==> src/rtl/ula_command_queue.sv <==
// ula_command_queue: DEPTH-entry command FIFO feeding a WIDTH-bit ULA (ADD/SUB/AND/OR) with a
// registered, handshaked result stage. Define ULA_STICKY_CARRY_EN to build the sticky carry flag.
module ula_command_queue #(
  parameter int DEPTH = 4,
  parameter int WIDTH = 8
) (
  input  logic                     CLK,
  input  logic                     RST,
  input  logic                     IN_VALID,
  output logic                     IN_READY,
  input  logic [1:0]               OP,
  input  logic [WIDTH-1:0]         A,
  input  logic [WIDTH-1:0]         B,
  input  logic                     CIN,
  output logic                     OUT_VALID,
  input  logic                     OUT_READY,
  output logic [WIDTH-1:0]         RESULT,
  output logic                     COUT,
  output logic                     ZERO,
  output logic [$clog2(DEPTH):0]   COUNT,
  input  logic                     CLR_STICKY,
  output logic                     STICKY
);
  localparam int PW = $clog2(DEPTH);

  typedef struct packed {
    logic [1:0]       op;
    logic [WIDTH-1:0] a;
    logic [WIDTH-1:0] b;
    logic             cin;
  } cmd_t;

  cmd_t             mem_q [DEPTH];
  logic [PW-1:0]    wr_ptr_q, wr_ptr_d, rd_ptr_q, rd_ptr_d;
  logic [PW:0]      count_q, count_d;
  logic             out_valid_q, out_valid_d;
  logic [WIDTH-1:0] result_q, result_d;
  logic             cout_q, cout_d;
  logic             zero_q, zero_d;

  logic             push, load;
  cmd_t             head;
  logic [WIDTH:0]   sum, diff;
  logic [WIDTH-1:0] alu_res;
  logic             alu_cout;

  assign IN_READY = (count_q < (PW+1)'(DEPTH));
  assign push     = IN_VALID && IN_READY;
  assign load     = (count_q != '0) && (!out_valid_q || OUT_READY);
  assign head     = mem_q[rd_ptr_q];

  // Borrow-out is the sign bit of the (WIDTH+1)-bit difference.
  always_comb begin
    sum      = {1'b0, head.a} + {1'b0, head.b} + {{WIDTH{1'b0}}, head.cin};
    diff     = {1'b0, head.a} - {1'b0, head.b} - {{WIDTH{1'b0}}, head.cin};
    alu_res  = '0;
    alu_cout = 1'b0;
    case (head.op)
      2'b00: begin alu_res = sum[WIDTH-1:0];  alu_cout = sum[WIDTH];  end
      2'b01: begin alu_res = diff[WIDTH-1:0]; alu_cout = diff[WIDTH]; end
      2'b10: alu_res = head.a & head.b;
      default: alu_res = head.a | head.b;
    endcase
  end

  always_comb begin
    wr_ptr_d    = push ? wr_ptr_q + PW'(1) : wr_ptr_q;
    rd_ptr_d    = load ? rd_ptr_q + PW'(1) : rd_ptr_q;
    count_d     = count_q;
    case ({push, load})
      2'b10:   count_d = count_q + (PW+1)'(1);
      2'b01:   count_d = count_q - (PW+1)'(1);
      default: count_d = count_q;
    endcase
    out_valid_d = out_valid_q;
    result_d    = result_q;
    cout_d      = cout_q;
    zero_d      = zero_q;
    if (load) begin
      out_valid_d = 1'b1;
      result_d    = alu_res;
      cout_d      = alu_cout;
      zero_d      = (alu_res == '0);
    end else if (OUT_READY) begin
      out_valid_d = 1'b0;
    end
  end

  always_ff @(posedge CLK) begin
    if (RST) begin
      wr_ptr_q    <= '0;
      rd_ptr_q    <= '0;
      count_q     <= '0;
      out_valid_q <= 1'b0;
      result_q    <= '0;
      cout_q      <= 1'b0;
      zero_q      <= 1'b0;
    end else begin
      wr_ptr_q    <= wr_ptr_d;
      rd_ptr_q    <= rd_ptr_d;
      count_q     <= count_d;
      out_valid_q <= out_valid_d;
      result_q    <= result_d;
      cout_q      <= cout_d;
      zero_q      <= zero_d;
    end
  end

  // Storage needs no reset: a reset empties the queue through the pointers.
  always_ff @(posedge CLK) begin
    if (push) mem_q[wr_ptr_q] <= '{op: OP, a: A, b: B, cin: CIN};
  end

  assign OUT_VALID = out_valid_q;
  assign RESULT    = result_q;
  assign COUT      = cout_q;
  assign ZERO      = zero_q;
  assign COUNT     = count_q;

`ifdef ULA_STICKY_CARRY_EN
  logic sticky_q, sticky_d;

  // Set on consumption of a carrying result takes priority over clear.
  always_comb begin
    sticky_d = sticky_q;
    if (out_valid_q && OUT_READY && cout_q) sticky_d = 1'b1;
    else if (CLR_STICKY)                    sticky_d = 1'b0;
  end

  always_ff @(posedge CLK) begin
    if (RST) sticky_q <= 1'b0;
    else     sticky_q <= sticky_d;
  end

  assign STICKY = sticky_q;
`else
  logic unused_clr_sticky;
  assign unused_clr_sticky = CLR_STICKY;
  assign STICKY            = 1'b0;
`endif

endmodule

==> config.mk <==
export PLATFORM = sky130hd
export DESIGN_NAME = ula_command_queue
export DESIGN_NICKNAME = d
export VERILOG_FILES = /design/src/rtl/ula_command_queue.sv
export SDC_FILE = /design/constraint.sdc
export NUM_CORES = 1
export LEC_CHECK = 0
export CORE_MARGIN = 2
export CORE_UTILIZATION = 50
export CTS_CLUSTER_DIAMETER = 200
export DETAILED_ROUTE_END_ITERATION = 8
export PLACE_DENSITY = 0.73
export SETUP_SLACK_MARGIN = 0.3
export SLEW_MARGIN = 20
export SYNTH_ARGS = -nofsm -noshare
export SYNTH_HDL_FRONTEND = slang
export SYNTH_SLANG_ARGS = --single-unit
==> constraint.sdc <==
create_clock -name CLK -period 5.2 [get_ports CLK]
set_input_delay 1.04 -clock CLK [delete_from_list [all_inputs] [get_ports CLK]]
set_output_delay 1.04 -clock CLK [all_outputs]
set_load 0.01 [all_outputs]
==> out/results.ini <==
[synthesis]
synth_top_area_share_pct=47.5
syn_area_per_cell_um2=13.7
async_flop_share_pct=0
syn_nets=413
synth_area_leaders=edfxtp_1 48%, ha_1 8.6%, dfxtp_1 8.3%
synth.distinct_cells=59
synthCells=351
synth-seq-cells=96
synth_largest_area_cell=edfxtp_1
synth-edff-count=76
synth_warnings=0
post-synth-top-count-cell=edfxtp_1
synth_ff_type=edfxtp_1
yosys-top-cells-count=76 x edfxtp_1, 36 x inv_1, 33 x ha_1, 20 x dfxtp_1, 19 x nor2_1
ys_seq_area_share_pct=55.9
syn_area_um2=4800

[die]
dieArea_um2=10400
core-area_um2=9280
start_util_pct=51.7
ios=40
die_w_um=102
placementRows=35
die_y_um=102

[place]
hpwl_um=5870
gp_congestion=0.863
io_buffers=37

[setup_path]
worst-path-buf-inv=2
cp-start-kind=flop
cp_top_family=compound AO/OA/AOI/OAI gates
path_cells=buf_4 -> mux4_1 -> inv_1 -> ha_1 -> ha_1 -> or4_1 -> a21o_1 -> and3_1 -> o21ai_0 -> a32oi_1 -> a31o_1
cp-end-kind=flop
cpMaxStageDelayCell=dfxtp_1
cpMostUsedCell=ha_1
required_ns=5.45
crit_fanout=9
crit_type=reg2reg
max_stage_delay_ns=0.66
worstPathArrival_ns=4.09

[clocking]
cts_setup_buffers=0
htreeDepth=3
cts-resized-gates=0
cts_buffers=9
clock_sinks=96
cts_tree=yes
postCtsHoldBufs=0
insertion_delay_ns=0.36
clk_pin_slew_ns=0.09
clockBufferDepth=2
cts_root_buf=clkbuf_8

[finish]
syn_to_final_growth_pct=13.7
drive_gt1_share_pct=10.2
insertedDiodeCount=0
nets=449
final_util_pct=58.8

[sta]
fin_tns_setup_ns=0
setup_violations=0
drv_slew=0
slew_headroom_pct=30.6
max_freq_mhz=261
fin_crit_sh_pct=73.8
hold_viol=0
tightest_slew_ns=1.04
clock_skew_ns=0.0155
grt_setup_unrepaired=no
period_minus_slack_ns=3.84

[route]
wl_met3_um=256
drt_iter0_markers=127
wl_met2_um=4030
first_pass_iters=4
top_layer_used=met4
vias_per_cell=5.36
totalWireLength_um=8370
ant_nets=0
wl_per_cell_um=16.1
vias=2790
drc=0
wl_met1_um=3990

[power]
powerDensity_nw_per_um2=606
p_sw_share_pct=40.7
ir_drop_v=0.000242
clkPwrFrac_pct=13.8
p_sw_mw=1.35
p_leak_nw=2.04
power.share.combinational_pct=55.3
p_seq_share_pct=30.9
internal_power_mw=1.96

[flow_run]
max_cap_violations=0

[min_path]
hold_class=reg2reg

[grt]
grt_pass1_wl_um=14000
grt_pass1_vias=2786
globalRouteTotalUtil_pct=17.8
antenna_found_initial=0
grt_overflow=0
grt_max_degree=22

[status]
status=completed

-- power groups by stage --
| stage | logic (mW) | clock network (mW) | registers [mW] |
|---|---|---|---|
| 6_report | 1.83 | 0.458 | 1.02 |
| 5_1_grt | 2.06 | 0.499 | 1.04 |
| 4_1_cts | 1.82 | 0.470 | 1.03 |
| 3_5_place_dp | 1.80 | 0 | 1.04 |
| 3_3_place_gp | 1.76 | 0 | 1.04 |
| 2_1_floorplan | 1.40 | 0 | 1.03 |
-- routing by layer --
metal | vias up | GRT usage, %
met1 | 1366 | 24.1
met4 | 0 | 5.23
met3 | 7 | 3.56
met5 | - | 0
li1 | 1370 | -
met2 | 47 | 29.4
-- through the flow --
| step | cell area [µm²] | instances | power, mW | hold WS [ns] | worst slack, ns |
|---|---|---|---|---|---|
| finish | 5460 | 521 | 3.31 | 0.454 | 1.36 |
| global placement | 5270 | 505 | 2.79 | 0.446 | 1.36 |
| floorplan | 4800 | 351 | 2.43 | 0.481 | 1.54 |
| detailed placement | 5270 | 505 | 2.85 | 0.448 | 1.35 |
| global route | 5460 | 521 | 3.59 | 0.487 | 1.09 |
| CTS | 5460 | 521 | 3.32 | 0.460 | 1.32 |
-- kinds of logic after synthesis --
group                      synth area share, %
DFF                                       55.9
and+or+nand+nor                           7.84
AOI/OAI and AO/OA                         8.26
buffers and inverters                     4.66
adders and majority gates                 10.7
muxes                                     11.0
xor gates and xnor gates                  1.64
other                                   0.0781
-- cell type report --
type | count | area, µm²
multi-input cells | 204 | 1900
flip-flops and latches | 96 | 2680
fillers | 744 | 3820
inverters | 36 | 135
repair buffers | 40 | 393
well taps | 129 | 161
clock inverters | 7 | 67.6
clock buffers | 9 | 124
-- worst register-to-register path: stages (launching register included) --
cell,delay [ns]
dfxtp_1,0.66
buf_4,0.30
mux4_1,0.66
inv_1,0.09
ha_1,0.29
ha_1,0.26
or4_1,0.52
a21o_1,0.19
and3_1,0.17
o21ai_0,0.22
a32oi_1,0.15
a31o_1,0.24
-- final timing paths --
kind	startpoint	endpoint	slack, ns	depth (start not counted)
worst min register to register	RESULT[5]	RESULT[5]	0.45	2
worst max-delay path	flop	ZERO	1.36	11
worst min-delay path	RESULT[5]	RESULT[5]	0.45	2
worst max register to register	flop	ZERO	1.36	11
-- flip-flops by register name, indices dropped and copies added, names as in the netlist, named ones only --
name	count
mem_q	76
wr_ptr_q	2
COUNT	3
rd_ptr_q	2
RESULT	8
COUT	1
ZERO	1
OUT_VALID	1
-- cell usage in the layout (no fill, tap or decap), drive strengths merged, types with 3 or more instances in the layout --
cell,n
and2,6
fa,5
a21oi,15
o31ai,5
buf,3
and3,4
nor2b,4
edfxtp,76
xor2,6
clkdlybuf4s50,37
nor2,19
or2,4
nor3,5
o21ai,9
clkbuf,9
mux2i,5
or3,3
nand2,11
nand2b,6
ha,33
inv,37
xnor2,3
clkinv,6
a211oi,5
dfxtp,20
a21o,5
mux4,20
Power figures use the tool's default switching activity.
